===== src/rtl/split4_pkg.sv =====
// Shared types and constants for the 16-bit to 4x4-bit beat splitter.
package split4_pkg;

    localparam int unsigned BEATS  = 4;
    localparam int unsigned NIB_W  = 4;
    localparam int unsigned WORD_W = 16;
    localparam int unsigned CHK_W  = 6;

    typedef enum logic {
        IDLE = 1'b0,
        SEND = 1'b1
    } state_t;

endpackage


===== src/rtl/split4_chk.sv =====
// Running nibble accumulator; the completed 4-beat sum is latched on the last beat.
module split4_chk
    import split4_pkg::*;
(
    input  logic             clk,
    input  logic             rst,
    input  logic             i_beat,
    input  logic             i_first,
    input  logic             i_last,
    input  logic [NIB_W-1:0] i_nib,
    output logic [CHK_W-1:0] o_chk
);

    logic [CHK_W-1:0] r_acc;
    logic [CHK_W-1:0] r_chk;
    logic [CHK_W-1:0] w_sum;

    // Beat 0 restarts the sum so no separate clear cycle is needed between frames
    assign w_sum = (i_first ? '0 : r_acc) + {{(CHK_W-NIB_W){1'b0}}, i_nib};

    always_ff @(posedge clk or posedge rst) begin
        if (rst) begin
            r_acc <= '0;
            r_chk <= '0;
        end else if (i_beat) begin
            r_acc <= w_sum;
            if (i_last)
                r_chk <= w_sum;
        end
    end

    assign o_chk = r_chk;

endmodule


===== src/rtl/split_4cycle.sv =====
// Splits a 16-bit word into four registered nibble beats; SPLIT4_CHECKSUM_EN adds the frame checksum.
module split_4cycle
    import split4_pkg::*;
#(
    parameter bit MSB_FIRST = 1'b0
) (
    input  logic              clk,
    input  logic              reset,
    input  logic [WORD_W-1:0] word,
    input  logic              load,
    output logic              ready,
    output logic [NIB_W-1:0]  data,
    output logic              valid,
    output logic              first,
    output logic              last,
    output logic [CHK_W-1:0]  chk,
    output logic              done
);

    state_t            r_state;
    logic [1:0]        r_cnt;
    logic [WORD_W-1:0] r_shift;

    logic              w_accept;
    logic [NIB_W-1:0]  w_load_nib;
    logic [WORD_W-1:0] w_load_shift;
    logic [NIB_W-1:0]  w_next_nib;
    logic [WORD_W-1:0] w_adv_shift;

    assign w_accept = load && ready;

    // The shift register holds only the not-yet-emitted nibbles; beat 0 goes straight to data
    assign w_load_nib   = MSB_FIRST ? word[WORD_W-1 -: NIB_W] : word[NIB_W-1:0];
    assign w_load_shift = MSB_FIRST ? {word[WORD_W-NIB_W-1:0], {NIB_W{1'b0}}}
                                    : {{NIB_W{1'b0}}, word[WORD_W-1:NIB_W]};
    assign w_next_nib   = MSB_FIRST ? r_shift[WORD_W-1 -: NIB_W] : r_shift[NIB_W-1:0];
    assign w_adv_shift  = MSB_FIRST ? {r_shift[WORD_W-NIB_W-1:0], {NIB_W{1'b0}}}
                                    : {{NIB_W{1'b0}}, r_shift[WORD_W-1:NIB_W]};

    always_ff @(posedge clk or posedge reset) begin
        if (reset) begin
            r_state <= IDLE;
            r_cnt   <= '0;
            r_shift <= '0;
            data    <= '0;
            valid   <= 1'b0;
            first   <= 1'b0;
            last    <= 1'b0;
            ready   <= 1'b1;
            done    <= 1'b0;
        end else begin
            done <= (r_state == SEND) && (r_cnt == 2'd3);
            if (w_accept) begin
                r_state <= SEND;
                r_cnt   <= '0;
                r_shift <= w_load_shift;
                data    <= w_load_nib;
                valid   <= 1'b1;
                first   <= 1'b1;
                last    <= 1'b0;
                ready   <= 1'b0;
            end else begin
                case (r_state)
                    IDLE: begin
                        data  <= '0;
                        valid <= 1'b0;
                        first <= 1'b0;
                        last  <= 1'b0;
                        ready <= 1'b1;
                    end
                    SEND: begin
                        if (r_cnt == 2'd3) begin
                            r_state <= IDLE;
                            r_cnt   <= '0;
                            data    <= '0;
                            valid   <= 1'b0;
                            first   <= 1'b0;
                            last    <= 1'b0;
                            ready   <= 1'b1;
                        end else begin
                            r_cnt   <= r_cnt + 2'd1;
                            r_shift <= w_adv_shift;
                            data    <= w_next_nib;
                            first   <= 1'b0;
                            last    <= (r_cnt == 2'd2);
                            ready   <= (r_cnt == 2'd2);
                        end
                    end
                    default: r_state <= IDLE;
                endcase
            end
        end
    end

`ifdef SPLIT4_CHECKSUM_EN
    logic [CHK_W-1:0] w_chk;

    split4_chk u_chk (
        .clk     (clk),
        .rst     (reset),
        .i_beat  (valid),
        .i_first (first),
        .i_last  (last),
        .i_nib   (data),
        .o_chk   (w_chk)
    );

    assign chk = w_chk;
`else
    assign chk = '0;
`endif

endmodule

===== config.mk =====
export PLATFORM = sky130hd
export DESIGN_NAME = split_4cycle
export DESIGN_NICKNAME = d
export VERILOG_FILES = /design/src/rtl/split4_pkg.sv /design/src/rtl/split4_chk.sv /design/src/rtl/split_4cycle.sv
export SDC_FILE = /design/constraint.sdc
export NUM_CORES = 1
export LEC_CHECK = 0
export BUFFER_PORTS_ARGS = -buffer_cell sky130_fd_sc_hd__buf_2
export CAP_MARGIN = 20
export CORE_MARGIN = 4
export CORE_UTILIZATION = 45
export CTS_CLUSTER_DIAMETER = 150
export CTS_CLUSTER_SIZE = 28
export DETAILED_ROUTE_END_ITERATION = 12
export PLACE_DENSITY = 0.71
export SYNTH_ARGS = -nofsm -noshare
export SYNTH_HDL_FRONTEND = slang
export SYNTH_SLANG_ARGS = --single-unit

===== constraint.sdc =====
create_clock -name clk -period 1.84 [get_ports clk]
set_input_delay 0.184 -clock clk [delete_from_list [all_inputs] [get_ports clk]]
set_output_delay 0.184 -clock clk [all_outputs]
set_load 0.1 [all_outputs]

==> results.json, run 1 <==
{
  "wl_um": 2015,
  "cts_tree": "yes",
  "coreArea_um2": 2455,
  "vias": 721,
  "synth_top_family_by_area": "multiplexers",
  "ys_top_cells_by_area": "dfrtp_1 50%, mux2_4 16%, mux2_2 4.9%",
  "syn_inst": 90,
  "grt_antenna_before_repair": 0,
  "overflow": 0,
  "synthXorXnorAreaFrac": 0,
  "path_clk_slew_ps": 130,
  "critPathArrivalTime_ps": 1900,
  "yosysWarnings": 0,
  "row_count": 18,
  "async_reset_ff_frac": 1.000,
  "yosysTopAreaCell": "dfrtp_1",
  "whs_ps": 82.62,
  "cp_max_fo": 20,
  "worstHoldStart": "word[12]",
  "syn_area_um2": 1151,
  "period_minus_slack_ps": 1692,
  "final_util": 0.5413,
  "placed_area_um2": 1292,
  "clock_sink_count": 24,
  "drtAntennaViolNets": 0,
  "yosysTopAreaCellShare": 0.5000,
  "min_period_over_period": 0.9195,
  "final_nets": 144,
  "drt-initial-drc-count": 12,
  "firstDrtPassIters": 4,
  "min_path_type": "primary input to flip-flop",
  "layout-drive-gt1-share": 0.4500,
  "cap_violations": 0,
  "postCtsHoldBufs": 1,
  "grt_pass1_vias": 734,
  "cts_buffers": 3,
  "ctsResizeCount": 0,
  "h-tree-depth": 1,
  "syn_avg_cell_area_um2": 12.79,
  "grt_usage": 0.1299,
  "grt_max_degree": 25,
  "gp_congestion": 0.7240,
  "cts_buffer_depth": 2,
  "die_w_um": 58.58,
  "portBuffers": 27,
  "drv_slew": 0,
  "drc": 0,
  "hold_viol": 0,
  "rsz0062_at_grt": "false",
  "max_freq_mhz": 591.1,
  "yosys.area_share.simple": 0.07174,
  "cts_root_buf": "clkbuf_4",
  "reg2reg_from": "ready",
  "die_area_um2": 3431,
  "via_per_inst": 4.807,
  "initial_utilization": 0.4689,
  "yosys.area_share.adder": 0.04348,
  "synth_seq_cells": 24,
  "worstPathRequired_ps": 2050,
  "post_cts_buffers": 0,
  "synthFlopType": "dfrtp_1",
  "synth-seq-area-share": 0.5228,
  "area_growth_pct": 15.43,
  "start_kind": "flip-flop",
  "critPathKind": "flip-flop to flip-flop",
  "dpl.hpwl_um": 1532,
  "fin_area_um2": 1329,
  "rrSetupSlack_ps": 150,
  "grt_pass1_wl_um": 3305,
  "synth_edf_count": 0,
  "synth_cell_types": 23,
  "worstSetupEndpointType": "flip-flop",
  "synthMuxAreaShare": 0.2054,
  "cp-startpoint": "ready",
  "synth_compound_area_frac": 0.07826,
  "diodes": 0,
  "num_io_pins": 34,
  "die_h_um": 58.58,
  "timing.setup.tns_ps": 0,
  "setup_violations": 0,
  "run_status": "finished clean",
  "fin_skew_ps": 1.357,
  "clock_latency_ps": 310,
  "wl_per_cell_um": 13.43
}
-- layout make-up --
class | instances | area, µm²
well taps | 30 | 37.54
repair buffers | 29 | 152.6
fillers | 230 | 1126
flip-flops and latches | 24 | 605.6
inverters | 6 | 25.02
clock buffers | 4 | 26.28
multi-input cells | 57 | 481.7
-- cells in the mapped netlist (all sizes together), types with 2 or more instances --
cell type / n
a21oi: 6
a22o: 4
buf: 8
dfrtp: 23
ha: 4
inv: 6
mux2: 17
nand2: 10
nor2: 5
o21ai: 2
-- worst max-delay path, cell delays in order (launching register included) --
cell and delay, ps:
dfstp_4 650, nand2_4 100, inv_4 220, mux2_2 360, mux2_2 260
-- cell families after synthesis --
kind of cell | after synthesis
flops | 24
mux | 17
compound gates | 12
buf+inv | 14
fa+ha+maj | 4
simple gates | 18
other cells | 1
-- registers in the layout, summed over array words and instances (netlist names) --
| name | cells |
|---|---|
| done | 1 |
| r_shift | 12 |
| last | 1 |
| r_cnt | 2 |
| first | 1 |
| data | 4 |
| r_state | 1 |
| valid | 1 |
| ready | 1 |
-- placed cells by master, fill, tap and decap left out, types with 3 or more instances in the layout --
cell type and n:
buf_2 27, mux2_4 12, clkbuf_4 3, nor2_1 5
mux2_2 5, a21oi_1 5, nand2_1 9, dfrtp_1 23
inv_1 4, conb_1 6, a22o_1 4, ha_1 4
-- final timing paths --
check / endpoint / depth (start not counted)
max in group asynchronous: ready / 4
hold / removal: r_shift[8] / 2
setup / recovery: r_shift[3] / 4
hold reg to reg: r_shift[10] / 1
setup reg to reg: r_shift[3] / 4
min in group asynchronous: first / 4
-- metrics by stage --
stage	cells	setup slack, ps
finish	150	148.1
global route	150	91.46
CTS	150	134.8
detailed placement	145	159.6
global placement	145	189.2
floorplan	95	35.33
-- per-layer routing --
metal  GRT usage  up-vias  wire, µm
met5           0        -         0
met4     0.05825        0        28
met3     0.02632        4        99
met2      0.2233       17      1032
met1      0.1568      352       855
li1            -      348         -
Power of run 1 is left out: the tool's default activity adds up to more than one toggle a clock period on the data nets, which glitch-free logic cannot reach.
==> run 2, diff against run 1 <==
CORE_UTILIZATION = 50   (was 45)
PLACE_DENSITY = 0.78   (was 0.71)
==> run 2 against run 1 <==
Critical path depth did not move. Sequential share of layout area is 0.51 points lower. Final cell count shrank 0.67%. Highest routed layer unchanged. Non-clock buffer count is 1 higher. Critical endpoint unchanged.
==> results.json, run 2 (synthesis gave the netlist of run 1 again) <==
{
  "relSlewSlack": 0.6570,
  "final_cell_mix": "27 x buf_2, 23 x dfrtp_1, 12 x mux2_4, 9 x nand2_1, 6 x conb_1",
  "max_flop_register": "r_shift",
  "critPathKind": "flip-flop to flip-flop",
  "num_io_pins": 34,
  "setup_violations": 0,
  "gp_congestion": 0.7522,
  "cts_buffers": 3,
  "grt_pass1_vias": 714,
  "min_period_over_period": 0.8804,
  "cts_tree": "yes",
  "max_freq_mhz": 617.3,
  "portBuffers": 27,
  "coreArea_um2": 2212,
  "cts_root_buf": "clkbuf_4",
  "timing.setup.tns_ps": 0,
  "min_path_type": "primary input to flip-flop",
  "crit_buf_inv": 1,
  "critPathArrivalTime_ps": 1820,
  "period_minus_slack_ps": 1620,
  "via_per_inst": 4.718,
  "final_util": 0.6075,
  "firstDrtPassIters": 2,
  "drc": 0,
  "reg2reg_from": "ready",
  "clock_latency_ps": 300,
  "die_area_um2": 3134,
  "tightest_slew_ps": 513.9,
  "die_w_um": 55.98,
  "clock_sink_count": 24,
  "diodes": 0,
  "fillers": 197,
  "worstSetupEndpointType": "flip-flop",
  "grt_usage": 0.1341,
  "slowest_delay_ps": 640,
  "drv_slew": 0,
  "area_growth_pct": 16.74,
  "final_common_cell": "buf_2",
  "worstHoldStart": "word[14]",
  "grt_pass1_wl_um": 3263,
  "fin_skew_ps": 4.503,
  "largest_reg_flops": 12,
  "grt_antenna_before_repair": 0,
  "rr_worst_depth": 4,
  "overflow": 0,
  "worstPathRequired_ps": 2040,
  "dpl.hpwl_um": 1472,
  "die_h_um": 55.98,
  "peakVddDrop_mv": 1.178,
  "rsz0062_at_grt": "false",
  "critPathSlowestCell": "dfstp_4",
  "path_clk_slew_ps": 120,
  "cp-startpoint": "ready",
  "p_leak_nw": 0.7298,
  "cap_violations": 0,
  "initial_utilization": 0.5204,
  "drtAntennaViolNets": 0,
  "critPathMostFrequentCell": "mux2_2",
  "drt-initial-drc-count": 4,
  "p_per_area_nw_per_um2": 1986,
  "hold_viol": 0,
  "vias": 703,
  "grt_max_degree": 15,
  "cp_max_fo": 13,
  "cpLargestDelayFamily": "flip-flops",
  "crit_chain": "nand2_4 > inv_4 > mux2_2 > mux2_2",
  "post_cts_buffers": 0,
  "cp.depth": 4,
  "final_nets": 145,
  "start_kind": "flip-flop",
  "min_path_cells": 2,
  "reg_top3": "r_shift (12), data (4), r_cnt (2)",
  "whs_ps": 98.57,
  "layout-drive-gt1-share": 0.4628,
  "h-tree-depth": 1,
  "wl_per_cell_um": 12.95,
  "wl_um": 1930,
  "cts_buffer_depth": 2,
  "run_status": "finished clean",
  "row_count": 17
}
## run 2: cell count changes in the layout (fill, tap and decap cells not counted), sizes merged
cell	change
buf	+1
## run 2: routing by layer
metal  part of all wire  GRT usage
met1               0.43     0.1644
met3              0.049    0.02320
met5                  0          0
met4             0.0093    0.06102
met2               0.52     0.2287
## run 2: stage by stage
| step | setup WS [ps] | cell area [µm²] | std cells | power, mW |
|---|---|---|---|---|
| 2_1_floorplan | 35.33 | 1174 | 95 | 2.201 |
| 3_3_place_gp | 251.3 | 1297 | 144 | 2.386 |
| 3_5_place_dp | 220.1 | 1297 | 144 | 2.429 |
| 4_1_cts | 209.2 | 1344 | 149 | 2.701 |
| 5_1_grt | 162.6 | 1344 | 149 | 2.827 |
| 6_report | 220.1 | 1344 | 149 | 2.669 |
## run 2: power breakdown
part	total, mW	internal [mW]	switching [mW]	leakage [nW]
clock network	0.267	0.121	0.146	0.0210
registers	0.870	0.752	0.118	0.308
logic	1.53	0.478	1.05	0.400
## run 2: path summary, 6_finish.rpt
path	to	slack [ps]
worst max-delay path	r_shift[3]	220
worst min-delay path	r_shift[10]	100
worst max register to register	r_shift[3]	220
worst min register to register	r_shift[10]	520
max in group asynchronous	ready	780
min in group asynchronous	r_shift[1]	430
## run 2: repair_timing
| item | 4_1_cts | 5_1_grt |
|---|---|---|
| endpoints found under the hold margin | 13 | 0 |
| hold buffers | 1 | 0 |
| gates resized for setup | 0 | 0 |
## run 2: cell type report
| type | count | area [µm²] | area share |
|---|---|---|---|
| Timing Repair Buffer | 30 | 160.2 | 0.1192 |
| Sequential cell | 24 | 605.6 | 0.4507 |
| Multi-Input combinational cell | 57 | 481.7 | 0.3585 |
| Inverter | 6 | 25.02 | 0.01862 |
| Tap cell | 28 | 35.03 | 0.02607 |
| Clock buffer | 4 | 36.28 | 0.02700 |
Note: power is estimated with default switching activity, not from simulation.
==> run 3, diff against run 2 <==
==> constraint.sdc (replaced) <==
create_clock -name clk -period 1.84 [get_ports clk]
set_input_delay 0 -clock clk [delete_from_list [all_inputs] [get_ports clk]]
set_output_delay 0 -clock clk [all_outputs]
set_load 0.1 [all_outputs]
==> run 3 against run 2 <==
Worst setup slack got worse by 79 ps. Worst hold slack got worse by 87 ps. Sequential power barely moved. Maximum frequency decreased by 4.7%. Global-route usage grew 0.21 points. Count of clock-buffer cells in the layout did not move. Design area increased by 5.4%. Register-to-register slack worse by 80 ps. Critical path depth did not move. Largest cell class unchanged. Highest routed layer unchanged.
==> results.json, run 3 (synthesis gave the netlist of run 1 again) <==
{
  "initial_utilization": 0.5204,
  "start_kind": "flip-flop",
  "ctsResizeCount": 0,
  "p_int_mw": 1.356,
  "h-tree-depth": 1,
  "cap_violations": 0,
  "min_period_over_period": 0.9236,
  "switching_share": 0.4940,
  "switchingPower_mw": 1.324,
  "crit_buf_inv": 1,
  "setup_violations": 0,
  "cp_max_fo": 20,
  "vias": 727,
  "crit_chain": "nand2_4 > inv_4 > mux2_2 > mux2_2",
  "final_util": 0.6403,
  "placed_area_um2": 1290,
  "grt_usage": 0.1363,
  "firstDrtPassIters": 2,
  "final_common_cell": "buf_2",
  "pwr-share-seq": 0.325,
  "grt_max_degree": 25,
  "critPathArrivalTime_ps": 1890,
  "worstPathRequired_ps": 2030,
  "fin_skew_ps": 7.158,
  "largest_reg_flops": 12,
  "cts_root_buf": "clkbuf_4",
  "grt_pass1_vias": 786,
  "cts_buffers": 3,
  "clock_sink_count": 24,
  "die_h_um": 55.98,
  "peakVddDrop_mv": 1.259,
  "cpLargestDelayFamily": "flip-flops",
  "overflow": 0,
  "grt_pass1_wl_um": 3415,
  "final_cell_mix": "27 x buf_2, 23 x dfrtp_1, 12 x mux2_4, 9 x nand2_1, 9 x dlygate4sd3_1",
  "critPathMostFrequentCell": "mux2_2",
  "layout-drive-gt1-share": 0.4297,
  "area_growth_pct": 23.04,
  "critPathSlowestCell": "dfstp_4",
  "coreArea_um2": 2212,
  "min_path_type": "primary input to flip-flop",
  "reg2reg_from": "ready",
  "drt-initial-drc-count": 4,
  "hold_viol": 0,
  "wl_per_cell_um": 12.43,
  "clock_latency_ps": 300,
  "via_per_inst": 4.660,
  "critPathKind": "flip-flop to flip-flop",
  "drtAntennaViolNets": 0,
  "gp_congestion": 0.7397,
  "drc": 0,
  "dpl.hpwl_um": 1432,
  "grt_antenna_before_repair": 0,
  "run_status": "finished clean",
  "path_clk_slew_ps": 120,
  "max_freq_mhz": 588.5,
  "timing.setup.tns_ps": 0,
  "p_per_area_nw_per_um2": 1892,
  "drv_slew": 0,
  "cts_tree": "yes",
  "wl_um": 1939,
  "p_comb_frac": 0.575,
  "rsz0062_at_grt": "false",
  "diodes": 0,
  "num_io_pins": 34,
  "slowest_delay_ps": 640,
  "worstHoldStart": "load",
  "pwr-share-clk": 0.100,
  "p_leak_nw": 0.7580,
  "fin_area_um2": 1416,
  "cts_buffer_depth": 2,
  "cp-startpoint": "ready",
  "reg_top3": "r_shift (12), data (4), r_cnt (2)",
  "worstSetupEndpointType": "flip-flop",
  "max_flop_register": "r_shift",
  "period_minus_slack_ps": 1699,
  "final_nets": 152,
  "die_area_um2": 3134,
  "portBuffers": 27,
  "die_w_um": 55.98,
  "row_count": 17
}
==> run 3: cell count changes in the layout (fill, tap and decap cells not counted), sizes merged <==
cell         delta
dlygate4sd3     +8
buf             -1
==> run 3: tightest hold or removal path, cell delays in order <==
cell,delay (ps)
buf_2,100
nand2_4,110
nand2_1,70
==> run 3: power by group through the flow <==
stage / Combinational [mW] / Sequential [mW] / Clock (mW)
finish: 1.54 / 0.871 / 0.267
global route: 1.64 / 0.899 / 0.305
CTS: 1.55 / 0.873 / 0.275
detailed placement: 1.54 / 0.886 / 0
global placement: 1.50 / 0.873 / 0
floorplan: 0.717 / 1.48 / 0
==> run 3: per-stage QoR <==
stage                     power (mW)  instances  hold slack (ps)  setup slack [ps]
after floorplan                2.201         95            13.88             35.33
after global placement         2.376        143            49.98             190.8
after detailed placement       2.424        143            72.30             147.5
after CTS                      2.703        156            8.851             130.8
after global routing           2.840        156          0.04688             75.02
final                          2.680        156            11.34             140.7
==> run 3: cell type report <==
class,instances,area (µm²)
Fill cell,189,795.8
Tap cell,28,35.03
Clock buffer,4,36.28
Inverter,6,25.02
Timing Repair Buffer,37,232.7
Sequential cell,24,605.6
Multi-Input combinational cell,57,481.7
==> run 3: what timing repair did <==
action	in CTS	in global routing
hold endpoints to repair	31	0
buffers inserted	0	0
hold buffers	9	0
==> run 3: metal layers <==
| metal | track usage | up-vias | part of all wire |
|---|---|---|---|
| li1 | - | 366 | - |
| met1 | 0.1617 | 344 | 0.44 |
| met2 | 0.2371 | 15 | 0.51 |
| met3 | 0.04176 | 2 | 0.046 |
| met4 | 0.03729 | 0 | 0.0072 |
| met5 | 0 | - | 0 |
==> run 3: path summary, 6_finish.rpt <==
path	depth (start not counted)	endpoint	slack, ps
worst min register to register	1	r_shift[10]	520
worst max-delay path	4	r_shift[3]	140
worst max register to register	4	r_shift[3]	140
max in group asynchronous	4	ready	1290
min in group asynchronous	4	data[2]	270
worst min-delay path	3	r_state	10
